--- src/rtl/initialization_sequence_controller.sv ---
// 8259A initialization/operation command-word sequencer: decodes CPU writes into ICW1..ICW4 / OCW1..OCW3
// strobes and keeps the sequencing-relevant configuration fields.
module initialization_sequence_controller #(
    parameter bit LOCK_OCW_UNTIL_INIT = 1'b1
) (
    input  logic       clock,
    input  logic       reset_n,
    input  logic       write_enable,
    input  logic       address_0,
    input  logic [7:0] internal_data_bus,
    output logic       write_initial_command_word_1,
    output logic       write_initial_command_word_2,
    output logic       write_initial_command_word_3,
    output logic       write_initial_command_word_4,
    output logic       write_operation_control_word_1,
    output logic       write_operation_control_word_2,
    output logic       write_operation_control_word_3,
    output logic [2:0] initialization_state,
    output logic       initialization_complete,
    output logic       single_or_cascade_config,
    output logic       set_icw4_config,
    output logic [4:0] interrupt_vector_base,
    output logic [7:0] cascade_config,
    output logic [4:0] icw4_config
);

    typedef enum logic [2:0] {
        IDLE      = 3'd0,
        WAIT_ICW2 = 3'd1,
        WAIT_ICW3 = 3'd2,
        WAIT_ICW4 = 3'd3,
        READY     = 3'd4
    } state_t;

    // Strobe vector bit order: ICW1..ICW4 in [3:0], OCW1..OCW3 in [6:4].
    state_t     state_q, state_d;
    logic [6:0] strobe_q, strobe_d;
    logic       we_q;
    logic       sngl_q, sngl_d;
    logic       ic4_q, ic4_d;
    logic [4:0] vec_q, vec_d;
    logic [7:0] cas_q, cas_d;
    logic [4:0] icw4_q, icw4_d;
    logic       accept;
    logic       ocw_allowed;

    assign accept = write_enable & ~we_q;

    always_comb begin
        state_d     = state_q;
        strobe_d    = '0;
        sngl_d      = sngl_q;
        ic4_d       = ic4_q;
        vec_d       = vec_q;
        cas_d       = cas_q;
        icw4_d      = icw4_q;
        ocw_allowed = 1'b0;

        case (state_q)
            IDLE:      ocw_allowed = ~LOCK_OCW_UNTIL_INIT;
            READY:     ocw_allowed = 1'b1;
            WAIT_ICW2,
            WAIT_ICW3,
            WAIT_ICW4: ocw_allowed = 1'b0;
            default:   state_d = IDLE;
        endcase

        if (accept) begin
            if (!address_0 && internal_data_bus[4]) begin
                strobe_d[0] = 1'b1;
                sngl_d      = internal_data_bus[1];
                ic4_d       = internal_data_bus[0];
                icw4_d      = '0;
                state_d     = WAIT_ICW2;
            end else if (ocw_allowed) begin
                if (address_0)                  strobe_d[4] = 1'b1;
                else if (!internal_data_bus[3]) strobe_d[5] = 1'b1;
                else                            strobe_d[6] = 1'b1;
            end else if (address_0) begin
                case (state_q)
                    WAIT_ICW2: begin
                        strobe_d[1] = 1'b1;
                        vec_d       = internal_data_bus[7:3];
                        if (!sngl_q)    state_d = WAIT_ICW3;
                        else if (ic4_q) state_d = WAIT_ICW4;
                        else            state_d = READY;
                    end
                    WAIT_ICW3: begin
                        strobe_d[2] = 1'b1;
                        cas_d       = internal_data_bus;
                        state_d     = ic4_q ? WAIT_ICW4 : READY;
                    end
                    WAIT_ICW4: begin
                        strobe_d[3] = 1'b1;
                        icw4_d      = internal_data_bus[4:0];
                        state_d     = READY;
                    end
                    default: ;
                endcase
            end
        end
    end

    always_ff @(posedge clock or negedge reset_n) begin
        if (!reset_n) begin
            state_q  <= IDLE;
            strobe_q <= '0;
            we_q     <= 1'b0;
            sngl_q   <= 1'b0;
            ic4_q    <= 1'b0;
            vec_q    <= '0;
            cas_q    <= '0;
            icw4_q   <= '0;
        end else begin
            state_q  <= state_d;
            strobe_q <= strobe_d;
            we_q     <= write_enable;
            sngl_q   <= sngl_d;
            ic4_q    <= ic4_d;
            vec_q    <= vec_d;
            cas_q    <= cas_d;
            icw4_q   <= icw4_d;
        end
    end

    assign write_initial_command_word_1   = strobe_q[0];
    assign write_initial_command_word_2   = strobe_q[1];
    assign write_initial_command_word_3   = strobe_q[2];
    assign write_initial_command_word_4   = strobe_q[3];
    assign write_operation_control_word_1 = strobe_q[4];
    assign write_operation_control_word_2 = strobe_q[5];
    assign write_operation_control_word_3 = strobe_q[6];
    assign initialization_state           = state_q;
    assign initialization_complete        = (state_q == READY);
    assign single_or_cascade_config       = sngl_q;
    assign set_icw4_config                = ic4_q;
    assign interrupt_vector_base          = vec_q;
    assign cascade_config                 = cas_q;
    assign icw4_config                    = icw4_q;

endmodule

--- config.mk ---
export PLATFORM = sky130hd
export DESIGN_NAME = initialization_sequence_controller
export DESIGN_NICKNAME = d
export VERILOG_FILES = /design/src/rtl/initialization_sequence_controller.sv
export SDC_FILE = /design/constraint.sdc
export NUM_CORES = 1
export LEC_CHECK = 0
export CORE_ASPECT_RATIO = 0.75
export CORE_MARGIN = 5
export CORE_UTILIZATION = 35
export DETAILED_ROUTE_END_ITERATION = 6
export PLACE_DENSITY = 0.7
export SLEW_MARGIN = 20
export SYNTH_ARGS = -nofsm -noshare
export SYNTH_HDL_FRONTEND = slang
export SYNTH_SLANG_ARGS = --single-unit
--- constraint.sdc ---
create_clock -name clock -period 1.7 [get_ports clock]
set_input_delay 0.17 -clock clock [delete_from_list [all_inputs] [get_ports clock]]
set_output_delay 0.17 -clock clock [all_outputs]
set_load 0.005 [all_outputs]
==> flow_summary_export.csv, run 1 <==
group,metric,value,unit
finish,n_antenna_cell,0,
cts,clock_latency,270,ps
detailed_routing,wirelength,3.20,mm
run_status,status,"complete, no violations",
logic_synthesis,avgSynthCellArea,12.9,µm²
cts,cts_sinks,31,
logic_synthesis,synthesis.area,0.00137,mm²
power,total_power,2.91,mW
timing,finalSetupViolCount,0,
run,maxCapViolations,0,
cts,tritoncts,"built",
floorplan,ioPinCount,43,
floorplan,rows,19,
cts,cts-buffers-inserted,5,
cts,clk_pin_slew,70,ps
timing,grt_setup_unrepaired,"no",
power,p_per_area,1420,mW/mm²
floorplan,initial_core_util,0.368,
timing,tightest_slew,403,ps
detailed_routing,wire_per_inst,14.8,µm
logic_synthesis,ys_seq_area_frac,0.568,
logic_synthesis,synth_cell_type_count,26,
detailed_routing,ant_nets,0,
detailed_routing,drc,0,
placement,gp_congestion,0.754,
critical_path,worstRegToRegCells,5,
critical_path,r2r_setup_slack,80,ps
critical_path,r2r-end,"cascade_config[6]",
global_routing,overflow,0,
global_routing,use_met3,0.0449,
critical_path,worstSetupEndpointType,"flip-flop",
floorplan,die_w,82.1,µm
power,ir_worst_vdd,535,µV
timing,skew,1.61,ps
critical_path,r2r_start,"initialization_state[0]",
logic_synthesis,synthCells,106,
min_path,min_path_type,"input port to asynchronous set/reset pin",
global_routing,grt_pass1_vias,1067,
global_routing,grt_max_degree,32,
global_routing,global_route.usage.met1,0.182,
cts,h-tree-depth,2,
critical_path,start_kind,"flip-flop",
timing,min_period,1620,ps
logic_synthesis,synth_fp_nets,118,
finish,final_cells,216,
global_routing,grt_busiest_layer,"met2",
timing,drv_slew,0,
detailed_routing,drt_iter0_drc,72,
critical_path,crit_type,"flip-flop to flip-flop",
cts,clockBufferDepth,2,
cts,clk_root_buffer_cell,"clkbuf_8",
floorplan,dieHeight,64.1,µm
timing,hold_violations,0,
floorplan,dieArea,0.00527,mm²
timing,period_share,0.950,
critical_path,crit_arrival,1780,ps
critical_path,worstPathMaxFanout,7,
detailed_routing,via_count,1015,
timing,fin_setup_tns,0,ps
finish,drive_above_1_share,0.262,
logic_synthesis,ys_ff_latch,31,
detailed_routing,drtPass1Iterations,4,
finish,syn_to_final_growth,50.1,%
detailed_routing,avgViaCountPerCell,4.70,
timing,max_freq,0.619,GHz
logic_synthesis,yosys_warnings,0,
placement,dpl.hpwl,2.34,mm
floorplan,core,0.00371,mm²
finish,nNetsFinal,175,
timing,maxSlewHeadroom,0.731,
placement,place_inst,206,
power,p_leak,0.987,nW
global_routing,grtUsageTotal,0.130,
global_routing,grt_pass1_wl,5.31,mm
critical_path,required,1860,ps
placement,io_buffer_count,42,
global_routing,antenna_found_initial,0,
global_routing,met2_usage,0.201,
[cell usage after synthesis]
master,instances,area share
a21oi_1,1,0.0037
a2bb2oi_1,2,0.013
and2b_1,2,0.011
and4bb_2,1,0.0092
buf_6,2,0.016
clkbuf_1,2,0.0055
dfrtp_1,31,0.57
dlygate4sd1_1,1,0.0064
inv_1,7,0.019
inv_2,3,0.0082
mux2_1,2,0.016
mux2_4,13,0.14
nand2b_1,4,0.018
nand3_1,11,0.040
nand3b_1,2,0.011
nand3b_4,1,0.015
nor2_1,7,0.019
nor2b_1,1,0.0046
nor3_1,1,0.0037
o21a_1,1,0.0055
o21ai_0,1,0.0037
o221ai_1,5,0.032
o32ai_1,1,0.0064
or2b_1,1,0.0055
or3_1,2,0.0092
or3b_1,1,0.0064
[layout make-up]
type,count,area [µm²]
fill,330,1660
clock buffer,6,82.6
tap,52,65.1
inverter,10,37.5
timing repair buffer,55,520
multi-input combinational,60,534
sequential,31,776
clock inverter,2,35.0
[state kept, by name (all words and copies together) (netlist names)]
name,flops
cascade_config,8
icw4_config,5
initialization_state,3
interrupt_vector_base,5
set_icw4_config,1
single_or_cascade_config,1
strobe_q,7
we_q,1
[how the worst max path moves through the flow]
stage,slack [ps],depth (start not counted),startpoint,to
after detailed placement,-100,4,write_enable,interrupt_vector_base[3]
after global placement,-60,4,write_enable,interrupt_vector_base[0]
after CTS,7,5,initialization_state[0],cascade_config[6]
final,80,5,initialization_state[0],cascade_config[6]
after global routing,40,5,initialization_state[0],cascade_config[6]
after floorplan,170,4,initialization_state[0],cascade_config[0]
[worst max-delay path, cell delays in order, from the launching register on]
cell and delay, ps:
dfrtp_1 380, buf_4 140, nand2b_4 150, or3_4 380
buf_6 160, mux2_4 300
[layout by cell type (no fill, tap or decap)]
cell | Yosys | routed
dlygate4sd2_1 | 0 | 1
a21oi_1 | 1 | 1
and4bb_2 | 1 | 1
inv_2 | 3 | 3
o221ai_1 | 5 | 5
clkdlybuf4s50_1 | 0 | 41
or2b_1 | 1 | 1
nand3b_4 | 1 | 1
and2b_1 | 2 | 2
a2bb2oi_1 | 2 | 2
nand3b_1 | 2 | 2
nor2b_1 | 1 | 1
nor3_1 | 1 | 1
nand2b_1 | 4 | 3
nor2_1 | 7 | 7
o21ai_0 | 1 | 1
o32ai_1 | 1 | 1
buf_6 | 2 | 1
clkbuf_8 | 0 | 6
inv_1 | 7 | 7
dfrtp_1 | 31 | 31
clkinv_2 | 0 | 1
buf_4 | 0 | 12
bufinv_16 | 0 | 1
or3b_4 | 0 | 1
nand2b_4 | 0 | 1
or3_4 | 0 | 2
mux2_4 | 13 | 13
o21a_1 | 1 | 1
nand3_1 | 11 | 11
mux2_1 | 2 | 2
[repair_timing]
| action | in CTS | in global routing |
|---|---|---|
| hold buffers | 0 | 0 |
| setup buffers | 2 | 0 |
| resized for setup | 3 | 3 |
| endpoints found under the setup margin | 1 | 9 |
| cloned | 0 | 0 |
| endpoints found under the hold margin | 0 | 0 |
[cell families (layout without fill, tap and decap cells)]
family | after synthesis | in the layout | synth area share
mux | 15 | 15 | 0.159
flops | 31 | 31 | 0.568
buf+inv | 15 | 73 | 0.0559
simple gates | 34 | 34 | 0.153
compound gates | 11 | 11 | 0.0641
[layer usage]
metal / share of wire / up-vias
li1: - / 480
met1: 0.48 / 501
met2: 0.46 / 32
met3: 0.058 / 2
met4: 0.0019 / 0
met5: 0 / -
[where the power goes]
part           internal [mW]  switching (mW)
combinational          0.736           0.341
clock                  0.474           0.270
sequential             0.954           0.138
[stage by stage]
stage / setup WS (ps) / area (µm²) / hold slack (ps) / utilization
floorplan: 174 / 1370 / -126 / -
global placement: -63.5 / 1900 / 494 / 0.511
detailed placement: -101 / 1900 / 494 / 0.511
CTS: 6.99 / 2030 / 299 / 0.548
global route: 40.8 / 2050 / 322 / 0.553
finish: 84.6 / 2050 / 286 / 0.553
(Power assumes the default switching activity.)
==> inputs of run 2 (changes only) <==
--- a/config.mk
+++ b/config.mk
@@ -14,3 +14,4 @@
 export SYNTH_ARGS = -nofsm -noshare
 export SYNTH_HDL_FRONTEND = slang
 export SYNTH_SLANG_ARGS = --single-unit
+export TNS_END_PERCENT = 20
==> results of run 2 <==
Final layout, timing and power as in run 1 (identical DEF).
==> inputs of run 3 (changes only) <==
--- a/config.mk
+++ b/config.mk
@@ -5,12 +5,13 @@
 export SDC_FILE = /design/constraint.sdc
 export NUM_CORES = 1
 export LEC_CHECK = 0
+export ABC_CLOCK_PERIOD_IN_PS = 1700
 export CORE_ASPECT_RATIO = 0.75
 export CORE_MARGIN = 5
 export CORE_UTILIZATION = 35
 export DETAILED_ROUTE_END_ITERATION = 6
 export PLACE_DENSITY = 0.7
-export SLEW_MARGIN = 20
+export SLEW_MARGIN = 25
 export SYNTH_ARGS = -nofsm -noshare
 export SYNTH_HDL_FRONTEND = slang
 export SYNTH_SLANG_ARGS = --single-unit
==> results of run 3 <==
Final layout, timing and power as in run 1 (identical DEF).
==> variant 1 (settings of run 2) <==
Change the parameter `LOCK_OCW_UNTIL_INIT` from 1'b1 to 1'b0.
--- a/src/rtl/initialization_sequence_controller.sv
+++ b/src/rtl/initialization_sequence_controller.sv
@@ -2,5 +2,5 @@
 // strobes and keeps the sequencing-relevant configuration fields.
 module initialization_sequence_controller #(
-    parameter bit LOCK_OCW_UNTIL_INIT = 1'b1
+    parameter bit LOCK_OCW_UNTIL_INIT = 1'b0
 ) (
     input  logic       clock,
Check against the original RTL: not equivalent (a bounded check fails within 4 cycles, from zero or initial values and one cycle with reset_n low).
==> variant 1 against run 2 <==
- sequential cell count unchanged
- worst hold slack lost 15 ps
- cell area down 9.5%
- total power shrank 11%
- non-clock buffer count decreased by 6
- routed wire length is 8.5% lower
- sequential share of layout area up 4.0 points
- area after synthesis decreased by 7.2%
- setup slack better by 49 ps
==> variant 1: results (changes against run 2) <==
status=completed; fill count=304 (-7.9%); routed vias=929 (-8.5%); CP delay by family, top=simple AND/OR/NAND/NOR gates; layout cells sized above 1=0.184 (-0.0780); worst slew pin tran=366 ps (-36.4 ps); Clock Pin Slew Worst Setup and Hold Paths=60 ps; WP data arrival=1730 ps (-50 ps); syn nets=109 (-7.6%); post-DP HPWL=2210 µm (-5.6%); first-pass detailed-route iteration total=4 (unchanged); Detail Route Antenna Nets=0 (unchanged); Hold WC Path Type=in2async; leading post-synthesis cells by instance count=dfrtp_1 (31), inv_1 (10), mux2_2 (8), nand2_1 (8); CP peak stage delay=480 ps (+100 ps); Port-buffer cells=42 (unchanged); first-pass GRT wire length=4950 µm (-6.9%); slowest CP cell=or3_1; top cells by area, synth=dfrtp_1 (61%), mux2_2 (7.1%), mux2_4 (5.9%), mux2i_1 (3.9%), inv_1 (3.0%); per-cell routed wire length=15.2 µm (+3.0%); Peak supply drop=828 µV (+55%); worst-case clock buffer depth=2 (unchanged); synth warn=0 (unchanged); initial DRC count=51 (-29%); H-tree depth=2 (unchanged); flip-flop count of the largest register after layout=8 (unchanged); crit-path max FO=8 (+1); pre-CTS WS=-38.5 ps (+62.1 ps); clk_skew=4.80 ps (+3.19 ps); RD Place Congestion=0.797 (+5.8%); Leakage Power=0.000889 µW (-10%); R2R cell count=3 (-2); part of the Yosys area used for sequential elements=0.612 (+0.0443); final net count=163 (-6.9%); GRT Util Overall=0.131 (+0.000473); vias in the first global route=1008 (-5.5%)
variant 1: cell count changes in the layout (fill, tap and decap cells not counted), moves of 3 or more:
cell	before	now
inv_2	3	0
nand3_1	11	2
mux2_2	0	8
inv_1	7	10
buf_4	12	7
nand2_1	0	8
mux2_4	13	5
mux2i_1	0	5
nor2_1	7	4
o221ai_1	5	0
variant 1: routing by layer:
layer / GRT usage / up-vias / routed length, µm
met5: 0 / - / 0
met2: 0.181 / 35 / 1300
met3: 0.0807 / 11 / 357
met4: 0.0665 / 0 / 78
met1: 0.157 / 447 / 1190
li1: - / 436 / -
variant 1: timing repair:
| action | CTS | global route |
|---|---|---|
| endpoints found under the setup margin | 1 | 0 |
| endpoints found under the hold margin | 0 | 0 |
| gates resized for setup | 1 | 0 |
| buffers inserted | 0 | 0 |
variant 1: metrics by stage:
step                      std cells  setup TNS, ps  instance area (µm²)  hold WS (ps)
after floorplan                  97              0                 1270          -126
after global placement          184          -45.4                 1780           490
after detailed placement        184           -268                 1780           497
after CTS                       192              0                 1860           282
after global routing            192              0                 1860           311
final                           192              0                 1860           271
variant 1: cells by family after synthesis:
family	share of synthesized area
AND/OR/NAND/NOR	0.121
multiplexers	0.170
flip-flops	0.612
buffers and inverters	0.0415
AO/OA/AOI/OAI	0.0553
variant 1: area by class of cell:
type                            instances  area share
Sequential cell                        31       0.418
Tap cell                               40      0.0270
Multi-Input combinational cell         54       0.237
Timing Repair Buffer                   49       0.254
Inverter                               10      0.0202
Clock inverter                          1     0.00270
Clock buffer                            7      0.0411
variant 1: worst paths after layout:
check | endpoint | slack, ps
max | interrupt_vector_base[0] | 130
min | cascade_config[2] | 270
max reg2reg | interrupt_vector_base[0] | 130
min reg2reg | cascade_config[7] | 510
max in group asynchronous | initialization_state[2] | 1140
min in group clock | icw4_config[2] | 450
variant 1: power by group:
| group | leakage (µW) | switching (µW) | internal [µW] | total, µW |
|---|---|---|---|---|
| Sequential | 0.000407 | 157 | 957 | 1110 |
| Clock | 0.0000422 | 260 | 286 | 546 |
| Combinational | 0.000440 | 297 | 631 | 928 |
| Total | 0.000889 | 713 | 1870 | 2590 |
==> variant 2 (settings of run 2) <==
Made on the original files. Add an input register stage for `internal_data_bus`, without a reset; this delays it by one clock. The other inputs are not delayed to match.
--- a/src/rtl/initialization_sequence_controller.sv
+++ b/src/rtl/initialization_sequence_controller.sv
@@ -32,4 +32,10 @@
         READY     = 3'd4
     } state_t;
+
+    logic [7:0] internal_data_bus_q;
+
+    always_ff @(posedge clock) begin
+        internal_data_bus_q <= internal_data_bus;
+    end
 
     // Strobe vector bit order: ICW1..ICW4 in [3:0], OCW1..OCW3 in [6:4].
@@ -67,13 +73,13 @@
 
         if (accept) begin
-            if (!address_0 && internal_data_bus[4]) begin
+            if (!address_0 && internal_data_bus_q[4]) begin
                 strobe_d[0] = 1'b1;
-                sngl_d      = internal_data_bus[1];
-                ic4_d       = internal_data_bus[0];
+                sngl_d      = internal_data_bus_q[1];
+                ic4_d       = internal_data_bus_q[0];
                 icw4_d      = '0;
                 state_d     = WAIT_ICW2;
             end else if (ocw_allowed) begin
                 if (address_0)                  strobe_d[4] = 1'b1;
-                else if (!internal_data_bus[3]) strobe_d[5] = 1'b1;
+                else if (!internal_data_bus_q[3]) strobe_d[5] = 1'b1;
                 else                            strobe_d[6] = 1'b1;
             end else if (address_0) begin
@@ -81,5 +87,5 @@
                     WAIT_ICW2: begin
                         strobe_d[1] = 1'b1;
-                        vec_d       = internal_data_bus[7:3];
+                        vec_d       = internal_data_bus_q[7:3];
                         if (!sngl_q)    state_d = WAIT_ICW3;
                         else if (ic4_q) state_d = WAIT_ICW4;
@@ -88,10 +94,10 @@
                     WAIT_ICW3: begin
                         strobe_d[2] = 1'b1;
-                        cas_d       = internal_data_bus;
+                        cas_d       = internal_data_bus_q;
                         state_d     = ic4_q ? WAIT_ICW4 : READY;
                     end
                     WAIT_ICW4: begin
                         strobe_d[3] = 1'b1;
-                        icw4_d      = internal_data_bus[4:0];
+                        icw4_d      = internal_data_bus_q[4:0];
                         state_d     = READY;
                     end
Behaviour: not the same (a bounded check fails within 4 cycles, from zero or initial values and one cycle with reset_n low).
==> variant 2 against run 2 <==
- sequential power is 17% higher
- area after synthesis up 13%
- setup slack worse by 47 ps
- cell area is 8.9% higher
- count of clock-buffer cells in the layout up 2
- total power increased by 1.2%
- non-clock buffer count rose by 6
- routed wire length rose by 13%
- combinational power fell by 6%
- sequential cell count increased by 8
==> variant 2: results (changes against run 2) <==
crit-path max FO=5 (-2); first-pass detailed-route iteration total=5 (+1); Detailed Route WL=3600 µm (+13%); Met1 Routed Length=1560 µm (+2.8%); first-pass GRT wire length=6000 µm (+13%); post-synthesis mux area share=0.141 (-0.0181); CP peak stage delay=~400 ps; GR met1 Demand/Resource=0.160 (-0.0215); RR Startpoint=initialization_state[0]; part of the Yosys area used for sequential elements=0.607 (+0.0394); per-cell routed wire length=15.5 µm (+4.5%); Final period util=0.978 (+0.0275); Crit Reg-Reg Endpoint=cascade_config[4]; clock power share=0.225 (-0.030); vias in the first global route=1213 (+14%); Placed Cells=223 (+8.3%); H-tree depth=2 (unchanged); R2R cell count=5 (unchanged); Avg Cell Area, Syn=13.4 µm² (+4.0%); Post-Synth XOR/XNOR Area=0 (unchanged); Clock Pin Slew Worst Setup and Hold Paths=70 ps (about the same); RD Place Congestion=0.861 (+14%); Int Power=2190 µW (+1.0%); pre-CTS WS=-126 ps (-25.4 ps); global routing met3 resource utilization=0.0512 (+0.00628); slowest CP cell=dfrtp_1; asr flop ratio synth=0.795 (-0.205); WL met2=1780 µm (+20%); Synth cell types=30 (+15%); WP data arrival=1830 ps (+50 ps); status=completed; clock root buffer=clkbuf_8; Psw=763 µW (+1.9%); Combinational Power Share=0.343 (-0.027); syn nets=127 (+7.6%); layout cells sized above 1=0.264 (+0.00185); post-synthesis compound-gate area fraction=0.0560 (-0.00810); final net count=189 (+8.0%); worst reg2reg setup slack=40 ps (-50 ps); initial DRC count=57 (-21%); routed vias=1108 (+9.2%); leading post-synthesis cells by instance count=dfrtp_1 (31), mux2_4 (13), nand3_1 (9), dfxtp_1 (8), nor2_1 (8); Placed Instance Area=2110 µm² (+11%); top cells by area, synth=dfrtp_1 (50%), mux2_4 (13%), dfxtp_1 (10%), nand3_1 (2.9%), o221ai_1 (2.3%); met2 Use GR=0.228 (+0.0274); diode count=0 (unchanged); fill count=384 (+16%); Leakage Power=0.00107 µW (+8.4%); initial antenna violation count=0 (unchanged); GRT Util Overall=0.135 (+0.00484); Peak supply drop=657 µV (+23%); post-DP HPWL=2590 µm (+11%); DR WL met3=215 µm (+16%); worst slew pin tran=392 ps (-11.2 ps); clk_skew=3.40 ps (+1.79 ps)
==> variant 2: how the worst min path moves through the flow <==
stage                     cells after the start  slack [ps]                endpoint
after floorplan                               0        -130       cascade_config[0]
after global placement                        2         480             strobe_q[6]
after detailed placement                      1         490       cascade_config[7]
after CTS                                     2         290          icw4_config[0]
after global routing                          1         310  internal_data_bus_q[1]
final                                         2         280          icw4_config[0]
==> variant 2: cells by family after synthesis <==
group / count (synthesis)
simple gates: 35
flops: 39
mux: 15
buf+inv: 15
compound gates: 11
==> variant 2: cell type report <==
type,instances,area [µm²],share of cell area
sequential,39,936,0.419
timing repair buffer,61,562,0.252
multi-input combinational,61,533,0.239
clock buffer,8,100,0.0448
tap,55,68.8,0.0308
inverter,9,33.8,0.0151
==> variant 2: repair_timing <==
item                       in CTS  in global routing
setup endpoints to repair       1                  5
setup buffers                   2                  0
gates resized for setup         2                  1
